===== src/rtl/tlc_monitor.sv =====
// tlc_monitor: conflict/health monitor for traffic-light controller outputs.
// Checks phase one-hotness, ordering, dwell limits and timer steps; latches faults until cleared.
`default_nettype none

module tlc_monitor #(
    parameter int MIN_DWELL = 4,
    parameter int MAX_DWELL = 40,
    parameter int FLASH_DIV = 8
) (
    input  logic       clk,
    input  logic       reset,
    input  logic       enable,
    input  logic       s1,
    input  logic       s2,
    input  logic       s3,
    input  logic       s4,
    input  logic [3:0] t1,
    input  logic [3:0] t2,
    input  logic [3:0] t3,
    input  logic [3:0] t4,
    input  logic       clear,
    output logic       fault,
    output logic [2:0] fault_code,
    output logic       flash,
    output logic [1:0] cur_phase,
    output logic [5:0] dwell,
    output logic [7:0] cycles
);

    localparam int DIV_W = $clog2(FLASH_DIV + 1);

    typedef enum logic [1:0] {
        INIT  = 2'd0,
        RUN   = 2'd1,
        FAULT = 2'd2
    } state_t;

    state_t             state;
    logic [DIV_W-1:0]   div_cnt;
    logic [3:0][3:0]    t_prev;
    logic [3:0][3:0]    t_new;
    logic [3:0]         s_vec;
    logic [2:0]         s_count;
    logic               one_hot;
    logic [1:0]         new_phase;
    logic               advanced;
    logic               timer_bad;
    logic [2:0]         run_code;

    // A timer step is legal if it counts down, holds, or reloads from 0 to 5 or 15.
    function automatic logic step_legal(input logic [3:0] p, input logic [3:0] n);
        return ((p != 4'd0) && (n == p - 4'd1)) || (n == p) ||
               ((p == 4'd0) && ((n == 4'd5) || (n == 4'd15)));
    endfunction

    always_comb begin
        s_vec     = {s4, s3, s2, s1};
        t_new     = {t4, t3, t2, t1};
        s_count   = 3'(s1) + 3'(s2) + 3'(s3) + 3'(s4);
        one_hot   = (s_count == 3'd1);
        new_phase = 2'd0;
        case (s_vec)
            4'b0010: new_phase = 2'd1;
            4'b0100: new_phase = 2'd2;
            4'b1000: new_phase = 2'd3;
            default: new_phase = 2'd0;
        endcase
        advanced  = (new_phase != cur_phase);
        timer_bad = 1'b0;
        for (int i = 0; i < 4; i++) begin
            if (!step_legal(t_prev[i], t_new[i])) timer_bad = 1'b1;
        end
        run_code = 3'd0;
        if (!one_hot)                                          run_code = 3'd1;
        else if (advanced && (new_phase != cur_phase + 2'd1))  run_code = 3'd2;
        else if (advanced && (dwell < 6'(MIN_DWELL)))          run_code = 3'd3;
        else if (!advanced && (dwell == 6'(MAX_DWELL)))        run_code = 3'd4;
        else if (timer_bad)                                    run_code = 3'd5;
    end

    always_ff @(posedge clk or negedge reset) begin
        if (!reset) begin
            state      <= INIT;
            fault      <= 1'b0;
            fault_code <= 3'd0;
            flash      <= 1'b0;
            cur_phase  <= 2'd0;
            dwell      <= 6'd0;
            cycles     <= 8'd0;
            div_cnt    <= '0;
            t_prev     <= '0;
        end else begin
            case (state)
                INIT: begin
                    if (enable) begin
                        if (one_hot) begin
                            cur_phase <= new_phase;
                            dwell     <= 6'd1;
                            t_prev    <= t_new;
                            state     <= RUN;
                        end else begin
                            fault      <= 1'b1;
                            fault_code <= 3'd1;
                            state      <= FAULT;
                        end
                    end
                end
                RUN: begin
                    if (enable) begin
                        if (run_code != 3'd0) begin
                            fault      <= 1'b1;
                            fault_code <= run_code;
                            state      <= FAULT;
                        end else begin
                            t_prev <= t_new;
                            if (advanced) begin
                                dwell     <= 6'd1;
                                cur_phase <= new_phase;
                                if ((cur_phase == 2'd3) && (new_phase == 2'd0))
                                    cycles <= cycles + 8'd1;
                            end else begin
                                dwell <= dwell + 6'd1;
                            end
                        end
                    end
                end
                FAULT: begin
                    if (clear) begin
                        state      <= INIT;
                        fault      <= 1'b0;
                        fault_code <= 3'd0;
                        flash      <= 1'b0;
                        div_cnt    <= '0;
                        dwell      <= 6'd0;
                    end else if (div_cnt == DIV_W'(FLASH_DIV - 1)) begin
                        div_cnt <= '0;
                        flash   <= ~flash;
                    end else begin
                        div_cnt <= div_cnt + DIV_W'(1);
                    end
                end
                default: state <= INIT;
            endcase
        end
    end

endmodule

`default_nettype wire


===== config.mk =====
export PLATFORM = sky130hd
export DESIGN_NAME = tlc_monitor
export DESIGN_NICKNAME = d
export VERILOG_FILES = /design/src/rtl/tlc_monitor.sv
export SDC_FILE = /design/constraint.sdc
export NUM_CORES = 1
export LEC_CHECK = 0
export ABC_AREA = 1
export BUFFER_PORTS_ARGS = -buffer_cell sky130_fd_sc_hd__buf_4
export CORE_MARGIN = 2
export CORE_UTILIZATION = 53
export CTS_CLUSTER_DIAMETER = 80
export CTS_CLUSTER_SIZE = 30
export DETAILED_ROUTE_END_ITERATION = 16
export GPL_ROUTABILITY_DRIVEN = 0
export PLACE_DENSITY_LB_ADDON = 0.05
export SYNTH_ARGS = -nofsm -noshare
export SYNTH_HDL_FRONTEND = slang
export SYNTH_SLANG_ARGS = --single-unit

===== constraint.sdc =====
create_clock -name clk -period 2.2 [get_ports clk]
set_clock_uncertainty 0.15 [all_clocks]
set_input_delay 0.44 -clock clk [delete_from_list [all_inputs] [get_ports clk]]
set_output_delay 0.44 -clock clk [all_outputs]
set_load 0.02 [all_outputs]

==> results.sh, run 1 <==
export IMPL_ys_top_cells_by_count="172 x nand2_1, 61 x inv_1, 43 x dfrtp_1"
export IMPL_rows=28
export IMPL_grt_pass1_wl_um=13430
export IMPL_synth_xor_area_share_pct=2.626
export IMPL_grt_setup_unrepaired="true"
export IMPL_grt_usage_pct=23.06
export IMPL_via_per_inst=5.000
export IMPL_combPwrFrac_pct=64.5
export IMPL_final_fill_count=447
export IMPL_synth_edff_count=0
export IMPL_end_kind="flop"
export IMPL_hold_worst_slack_ns=0.2577
export IMPL_grt_start_max_net_pins=44
export IMPL_syn_nets=523
export IMPL_io_buffers=44
export IMPL_cts_tree="done"
export IMPL_cp_arrival_ns=2.49
export IMPL_grt_overflow=0
export IMPL_ys_types=35
export IMPL_fin_crit_sh_pct=110.5
export IMPL_synthAdderAreaFrac_pct=6.977
export IMPL_drt_iter0_markers=120
export IMPL_cellLeakagePower_nw=2.453
export IMPL_powerDensity_nw_per_um2=1070
export IMPL_startpoint_type="primary input"
export IMPL_timing_slew_headroom_pct=63.38
export IMPL_drv_slew=0
export IMPL_design_area_sq_um=4608
export IMPL_clk_latency_ns=0.31
export IMPL_synth_compound_area_share_pct=9.640
export IMPL_cts_max_path_buffers=2
export IMPL_holdCritPathClass="in2reg"
export IMPL_synth_area_leaders="dfrtp_1 32%, nand2_1 19%, inv_1 6.9%"
export IMPL_yosysTopAreaCell="dfrtp_1"
export IMPL_route_detailed_drc=0
export IMPL_yosysMostFrequentCell="nand2_1"
export IMPL_dp_hpwl_um=5854
export IMPL_p_sw_mw=2.236
export IMPL_placed_area_sq_um=4179
export IMPL_synthSimpleGateAreaFrac_pct=38.11
export IMPL_failed_checks="negative setup slack"
export IMPL_outcome="complete, but fails checks"
export IMPL_routed_wl_um=7863
export IMPL_antenna_found_initial=0
export IMPL_h_tree_depth=2
export IMPL_netSwitchingFraction_pct=45.35
export IMPL_drv_cap=0
export IMPL_antenna_cells=0
export IMPL_dieHeight_um=83.34
export IMPL_ys_seq_area_share_pct=32.26
export IMPL_clk_transition_reported_paths_ns=0.09
export IMPL_syn_to_final_growth_pct=38.15
export IMPL_ys_ff_latch=43
export IMPL_coreArea_sq_um=5991
export IMPL_wire_per_inst_um=11.91
export IMPL_cts_buffers=5
export IMPL_async_flop_share_pct=100.0
export IMPL_hold_violations=0
export IMPL_fin_util_pct=76.92
export IMPL_syn_area_per_cell_sq_um=6.935
export IMPL_nets=626
export IMPL_yosysTopAreaCellShare_pct=32.26
export IMPL_ys_flop_type="dfrtp_1"
export IMPL_clockPowerShare_pct=10.4
export IMPL_p_seq_share_pct=25.1
export IMPL_synth_top_family_by_area="simple AND/OR/NAND/NOR gates"
export IMPL_crit_fanout=8
export IMPL_root_buffer="clkbuf_8"
export IMPL_critPathRequiredTime_ns=2.26
export IMPL_drive_above_1_share_pct=36.58
export IMPL_dr_pass1_iters=4
export IMPL_fin_ws_ns=-0.2318
export IMPL_dp_worst_setup_slack_ns=-0.7108
export IMPL_post_synth_mux_area_share_pct=0
export IMPL_syn_area_sq_um=3336
export IMPL_ir_worst_vdd_v=0.0006975
export IMPL_postRouteAntennaNets=0
export IMPL_die_area_sq_um=6945
export IMPL_initial_core_util_pct=55.68
export IMPL_cts_sinks=43
export IMPL_worstMarginPinSlew_ns=0.5493
export IMPL_grt_pass1_vias=3191
export IMPL_fp_dieW_um=83.34
export IMPL_dr_total_vias=3300
export IMPL_yosys_warnings=0
export IMPL_io_pins=45
export IMPL_cellInternalPower_mw=2.694
export IMPL_fmax_mhz=411.2
export IMPL_period_minus_slack_ns=2.432
export IMPL_crit_type="in2reg"
export IMPL_postSynthCellCount=481
export IMPL_setup_viol=38
==> power groups by stage <==
stage          clock [mW]  sequential [mW]  combinational, mW
3_3_place_gp            0             1.22               2.63
2_1_floorplan           0             1.28               1.81
3_5_place_dp            0             1.23               2.71
5_1_grt             0.555             1.27               3.53
6_report            0.515             1.24               3.18
4_1_cts             0.518             1.22               2.86
==> logic make-up (layout without fill, tap and decap cells) <==
kind of cell,after synthesis,after routing
adder cells (fa/ha/maj),18,18
flip-flops,43,43
AND/OR/NAND/NOR,281,281
XOR/XNOR,10,10
buffers and inverters,84,188
AO/OA/AOI/OAI,45,45
==> worst paths after layout <==
| kind | start | cells past startpoint | slack [ns] | end |
|---|---|---|---|---|
| max in group asynchronous | reset | 2 | 1.01 | cycles[5] |
| min in group asynchronous | reset | 2 | 0.50 | t_prev[4] |
| worst min register to register | flash | 1 | 0.34 | flash |
| worst max register to register | t_prev[9] | 17 | -0.12 | t_prev[2] |
| worst min-delay path | t1[1] | 3 | 0.26 | t_prev[1] |
| worst max-delay path | s2 | 15 | -0.23 | t_prev[2] |
==> critical path: stages <==
cell and delay, ns:
buf_8 0.08, inv_4 0.03, fa_1 0.53, inv_1 0.04, ha_2 0.18, ha_4 0.22, nor2_4 0.11, nand2_4 0.08
nand2_4 0.07, inv_4 0.04, nor3b_4 0.24, nand2_4 0.14, buf_12 0.18, nand2_4 0.05, o21ai_2 0.05
==> stage by stage <==
step	power, mW	std cells	TNS, ns
6_report	4.929	660	-6.670
5_1_grt	5.356	660	-9.794
4_1_cts	4.597	653	-5.440
3_5_place_dp	3.938	641	-24.64
3_3_place_gp	3.854	641	-23.09
2_1_floorplan	3.099	481	-12.72
==> final cells by class <==
class	instances	area, sq um	area share, %
clock buffer	6	72.57	1.575
clock inverter	2	12.51	0.2715
inverter	79	314.1	6.815
multi-input combinational	354	2186	47.43
sequential	43	1076	23.35
tap	75	93.84	2.036
timing repair buffer	101	853.3	18.52
==> timing repair <==
| item | 4_1_cts | 5_1_grt |
|---|---|---|
| hold buffers | 1 | 0 |
| gates cloned | 0 | 1 |
| pin swaps | 21 | 19 |
| gates resized for setup | 30 | 32 |
| setup endpoints to repair | 38 | 38 |
| setup buffers | 3 | 7 |
| hold endpoints to repair | 25 | 0 |
==> sequential cells by signal, indices dropped and copies added, names as in the netlist <==
register / flops
cycles: 8
div_cnt: 4
fault: 1
dwell: 6
cur_phase: 2
fault_code: 3
state: 2
t_prev: 16
flash: 1
==> cells in the final DEF, fill, tap and decap left out, drive strengths merged <==
cell         instances
nand2              181
buf                 99
inv                 78
dfrtp               43
nor2                37
nand3               36
o21ai               33
ha                  17
nand4               11
nand3b               7
clkbuf               7
xnor2                6
a21oi                6
nor3                 6
xor2                 4
clkinv               2
o22ai                2
o21a                 1
or2                  1
o31ai                1
nor3b                1
nor4                 1
a22o                 1
a21o                 1
fa                   1
clkinvlp             1
dlygate4sd3          1
==> routing by layer <==
metal | GRT usage, % | wire length, um
met1 | 28.41 | 3454
met4 | 8.048 | 132
met2 | 40.98 | 4005
met3 | 3.380 | 271
met5 | 0 | 0
(Power assumes the default switching activity.)
==> run 2, diff against run 1 <==
--- a/config.mk
+++ b/config.mk
@@ -8,7 +8,7 @@
 export ABC_AREA = 1
 export BUFFER_PORTS_ARGS = -buffer_cell sky130_fd_sc_hd__buf_4
 export CORE_MARGIN = 2
-export CORE_UTILIZATION = 53
+export CORE_UTILIZATION = 40
 export CTS_CLUSTER_DIAMETER = 80
 export CTS_CLUSTER_SIZE = 30
 export DETAILED_ROUTE_END_ITERATION = 16
==> constraint.sdc (replaced) <==
create_clock -name clk -period 3 [get_ports clk]
set_clock_uncertainty 0.15 [all_clocks]
set_input_delay 0.6 -clock clk [delete_from_list [all_inputs] [get_ports clk]]
set_output_delay 0.6 -clock clk [all_outputs]
set_load 0.02 [all_outputs]
==> run 2 against run 1 <==
  * The flow now finishes without violations
  * Utilization down 29 points
  * Register-to-register slack better by 0.73 ns
  * First-iteration DRC count down 18%
  * Largest power group unchanged
==> results.sh, run 2 (synthesis results as in run 1) <==
export IMPL_cts_max_path_buffers=2
export IMPL_design_area_sq_um=3900
export IMPL_dr_pass1_iters=4
export IMPL_postCtsHoldBufs=0
export IMPL_routed_wl_um=6954
export IMPL_timing_slew_headroom_pct=61.94
export IMPL_cellLeakagePower_nw=2.135
export IMPL_wire_per_inst_um=10.90
export IMPL_stdcell_count=638
export IMPL_cts_tree="done"
export IMPL_layout_commonest_cell="nand2_1"
export IMPL_placed_area_sq_um=3805
export IMPL_grt_overflow=0
export IMPL_antenna_found_initial=0
export IMPL_drv_slew=0
export IMPL_die_area_sq_um=9086
export IMPL_cts_resized=0
export IMPL_worstMarginPinSlew_ns=0.5709
export IMPL_setup_viol=0
export IMPL_holdCritPathClass="in2async"
export IMPL_end_kind="flop"
export IMPL_hold_worst_slack_ns=0.1324
export IMPL_clk_latency_ns=0.30
export IMPL_drv_cap=0
export IMPL_ir_worst_vdd_v=0.0003800
export IMPL_dp_hpwl_um=5549
export IMPL_crit_type="in2reg"
export IMPL_fmax_mhz=361.5
export IMPL_route_detailed_drc=0
export IMPL_postRouteAntennaNets=0
export IMPL_dr_total_vias=2988
export IMPL_grt_start_max_net_pins=44
export IMPL_regArea_sq_um=1076
export IMPL_nets=575
export IMPL_drive_above_1_share_pct=21.76
export IMPL_drt_iter0_markers=98
export IMPL_fin_crit_sh_pct=92.20
export IMPL_dpl_cell_count=631
export IMPL_coreArea_sq_um=8134
export IMPL_grt_pass1_wl_um=11890
export IMPL_io_pins=45
export IMPL_startpoint_type="primary input"
export IMPL_via_per_inst=4.683
export IMPL_cts_sinks=43
export IMPL_final_fill_count=866
export IMPL_fin_util_pct=47.95
export IMPL_hold_violations=0
export IMPL_cts_setup_buffers=0
export IMPL_grt_usage_pct=16.55
export IMPL_powerDensity_nw_per_um2=743.7
export IMPL_cts_buffers=5
export IMPL_top_register="t_prev"
export IMPL_io_buffers=44
export IMPL_h_tree_depth=2
export IMPL_crit_fanout=26
export IMPL_outcome="complete, no violations"
export IMPL_critPathRequiredTime_ns=3.04
export IMPL_grt_setup_unrepaired="false"
export IMPL_initial_core_util_pct=41.01
export IMPL_period_minus_slack_ns=2.766
export IMPL_final_cell_mix="172 x nand2_1, 61 x inv_1, 49 x buf_4, 43 x dfrtp_1, 35 x nand3_1"
export IMPL_clk_transition_reported_paths_ns=0.08
export IMPL_grt_pass1_vias=2721
export IMPL_fp_dieW_um=95.32
export IMPL_root_buffer="clkbuf_8"
export IMPL_dieHeight_um=95.32
export IMPL_multi_input_area_sq_um=1921
export IMPL_antenna_cells=0
export IMPL_top_regs="t_prev x16, cycles x8, dwell x6"
export IMPL_largest_reg_flops=16
export IMPL_cp_arrival_ns=2.80
export IMPL_rows=33
export IMPL_syn_to_final_growth_pct=16.92
-- run 2: worst max-delay path: stages --
cell and delay [ns]:
buf_4 0.07, inv_1 0.07, fa_1 0.54, inv_1 0.04, ha_1 0.17, ha_1 0.27
nor2_1 0.10, nand2_1 0.11, nand2_1 0.08, inv_1 0.07, nor3b_1 0.17, buf_4 0.15
nand2_4 0.06, buf_12 0.17, nand2_1 0.08, o21ai_2 0.05
-- run 2: where the power goes --
group	internal (mW)	switching [mW]
registers	0.749	0.162
clock network	0.181	0.199
logic	0.645	0.964
total	1.58	1.32
-- run 2: final timing paths --
kind / start / endpoint / slack (ns) / cells past startpoint
setup / recovery: s1 / t_prev[4] / 0.23 / 16
hold / removal: reset / cur_phase[1] / 0.13 / 1
setup reg to reg: t_prev[8] / dwell[5] / 0.61 / 16
hold reg to reg: flash / flash / 0.34 / 1
max in group asynchronous: reset / cycles[3] / 2.16 / 1
min in group clk: flash / flash / 0.34 / 1
-- run 2: final cells by class --
type	instances	area share, %
Inverter	79	7.603
Timing Repair Buffer	50	9.945
Clock buffer	6	2.117
Tap cell	105	3.369
Multi-Input combinational cell	354	49.25
Clock inverter	1	0.1283
Sequential cell	43	27.59
-- run 2: routing by layer --
layer | vias up | routed length (um) | GRT usage (%)
li1 | 1612 | - | -
met1 | 1336 | 3346 | 21.37
met2 | 33 | 3281 | 28.17
met3 | 7 | 232 | 3.162
met4 | 0 | 93 | 4.710
met5 | - | 0 | 0
-- run 2: per-stage QoR --
stage | power (mW) | setup slack [ns] | TNS, ns
2_1_floorplan | 2.181 | 0.07879 | 0
3_3_place_gp | 2.516 | -0.03861 | -0.2505
3_5_place_dp | 2.539 | -0.1015 | -2.059
6_report | 2.900 | 0.2340 | 0
4_1_cts | 2.938 | 0.2142 | 0
5_1_grt | 3.207 | 0.002519 | 0
==> run 3, diff against run 2 <==
==> constraint.sdc (replaced) <==
create_clock -name clk -period 2.8 [get_ports clk]
set_clock_uncertainty 0.15 [all_clocks]
set_input_delay 0.56 -clock clk [delete_from_list [all_inputs] [get_ports clk]]
set_output_delay 0.56 -clock clk [all_outputs]
set_load 0.02 [all_outputs]
==> run 3 against run 2 <==
  * Sequential power rose by 7.2%
  * Wire length increased by 1.5%
  * Sequential share of layout area fell by 0.11 points
  * First-iteration DRC count fell by 13%
  * Via count grew 1.0%
  * Register-to-register slack worse by 0.25 ns
  * Critical path type unchanged
  * Largest cell class unchanged
==> results.sh, run 3 (synthesis results as in run 1) <==
export IMPL_outcome="complete, no violations"
export IMPL_critPathRequiredTime_ns=2.84
export IMPL_syn_to_final_growth_pct=17.37
export IMPL_crit_type="in2reg"
export IMPL_fmax_mhz=373.7
export IMPL_top_register="t_prev"
export IMPL_drv_slew=0
export IMPL_reg2reg_from="t_prev[8]"
export IMPL_io_pins=45
export IMPL_top_regs="t_prev x16, cycles x8, dwell x6"
export IMPL_cellLeakagePower_nw=2.140
export IMPL_postCtsHoldBufs=0
export IMPL_grt_usage_pct=16.66
export IMPL_end_kind="flop"
export IMPL_die_area_sq_um=9086
export IMPL_postRouteAntennaNets=0
export IMPL_fin_util_pct=48.13
export IMPL_cts_max_path_buffers=2
export IMPL_routed_wl_um=7058
export IMPL_grt_pass1_wl_um=11980
export IMPL_drv_cap=0
export IMPL_route_detailed_drc=0
export IMPL_root_buffer="clkbuf_8"
export IMPL_combPwrFrac_pct=55.7
export IMPL_fin_tns_setup_ns=0
export IMPL_cts_buffers=5
export IMPL_power_mw=3.111
export IMPL_layout_commonest_cell="nand2_1"
export IMPL_initial_core_util_pct=41.01
export IMPL_crit_fanout=32
export IMPL_setup_viol=0
export IMPL_final_fill_count=854
export IMPL_cts_resized=0
export IMPL_grt_pass1_vias=2741
export IMPL_clockPowerShare_pct=12.9
export IMPL_cellInternalPower_mw=1.659
export IMPL_stdcell_count=639
export IMPL_dp_hpwl_um=5419
export IMPL_dr_pass1_iters=4
export IMPL_grt_start_max_net_pins=44
export IMPL_rows=33
export IMPL_placed_area_sq_um=3810
export IMPL_p_sw_mw=1.452
export IMPL_fin_crit_sh_pct=95.57
export IMPL_period_minus_slack_ns=2.676
export IMPL_critPathLaunch="s1"
export IMPL_p_seq_share_pct=31.4
export IMPL_antenna_found_initial=0
export IMPL_drive_above_1_share_pct=22.47
export IMPL_design_area_sq_um=3915
export IMPL_ir_worst_vdd_v=0.0003327
export IMPL_h_tree_depth=2
export IMPL_clk_latency_ns=0.30
export IMPL_cp_arrival_ns=2.71
export IMPL_via_per_inst=4.725
export IMPL_dpl_cell_count=631
export IMPL_fin_ws_ns=0.1239
export IMPL_hold_violations=0
export IMPL_cts_setup_buffers=0
export IMPL_final_cell_mix="171 x nand2_1, 60 x inv_1, 49 x buf_4, 43 x dfrtp_1, 35 x nand3_1"
export IMPL_fp_dieW_um=95.32
export IMPL_wire_per_inst_um=11.05
export IMPL_grt_overflow=0
export IMPL_drt_iter0_markers=85
export IMPL_regArea_sq_um=1076
export IMPL_largest_reg_flops=16
export IMPL_antenna_cells=0
export IMPL_timing_slew_headroom_pct=60.42
export IMPL_io_buffers=44
export IMPL_holdCritPathClass="in2async"
export IMPL_dp_worst_setup_slack_ns=-0.1982
export IMPL_netSwitchingFraction_pct=46.67
export IMPL_dr_total_vias=3019
export IMPL_coreArea_sq_um=8134
export IMPL_nets=575
export IMPL_multi_input_area_sq_um=1939
export IMPL_dieHeight_um=95.32
export IMPL_startpoint_type="primary input"
export IMPL_worstMarginPinSlew_ns=0.5937
export IMPL_powerDensity_nw_per_um2=794.7
export IMPL_clk_transition_reported_paths_ns=0.09
export IMPL_cts_tree="done"
export IMPL_cts_sinks=43
export IMPL_hold_worst_slack_ns=0.1000
==> run 3: changes by cell type in the layout (fill, tap and decap cells not counted) <==
cell / before / now
nor3b_1: 1 / 0
nand2_1: 172 / 171
clkbuf_8: 6 / 5
inv_1: 61 / 60
nand2_4: 2 / 3
nor3b_4: 0 / 1
inv_2: 17 / 18
clkinv_2: 1 / 3
==> run 3: layer usage <==
metal / global-route usage [%] / wire [um]
met1: 20.92 / 3325
met3: 2.846 / 255
met4: 4.952 / 110
met5: 0 / 0
met2: 29.17 / 3367
==> run 3: power groups by stage <==
stage               clock network [mW]  registers [mW]  logic [mW]
finish                           0.401           0.977        1.73
global route                     0.456            1.01        1.99
CTS                              0.425           0.979        1.73
detailed placement                   0           0.987        1.72
global placement                     0           0.986        1.70
floorplan                            0           0.995        1.35
==> run 3: final timing paths <==
| kind | to | slack (ns) | depth (start not counted) |
|---|---|---|---|
| hold reg to reg | flash | 0.34 | 1 |
| setup / recovery | t_prev[5] | 0.12 | 15 |
| setup reg to reg | t_prev[5] | 0.36 | 17 |
| max in group asynchronous | dwell[1] | 1.99 | 1 |
| hold / removal | flash | 0.10 | 1 |
| min in group clk | flash | 0.34 | 1 |
==> run 3: cell type report <==
class | count | share of cell area (%)
clock buffers | 5 | 1.758
clock inverters | 3 | 0.3835
inverters | 79 | 7.574
multi-input cells | 354 | 49.54
flip-flops and latches | 43 | 27.48
well taps | 105 | 3.356
repair buffers | 50 | 9.907
==> run 3: critical path: stages <==
cell and delay, ns:
buf_4 0.08, inv_1 0.05, fa_1 0.53, inv_1 0.04
ha_1 0.17, ha_1 0.28, nor2_2 0.11, nand2_2 0.07
nand2_1 0.06, inv_1 0.08, nor3b_4 0.26, nand2_4 0.08
buf_12 0.18, nand2_1 0.09, o21ai_2 0.05
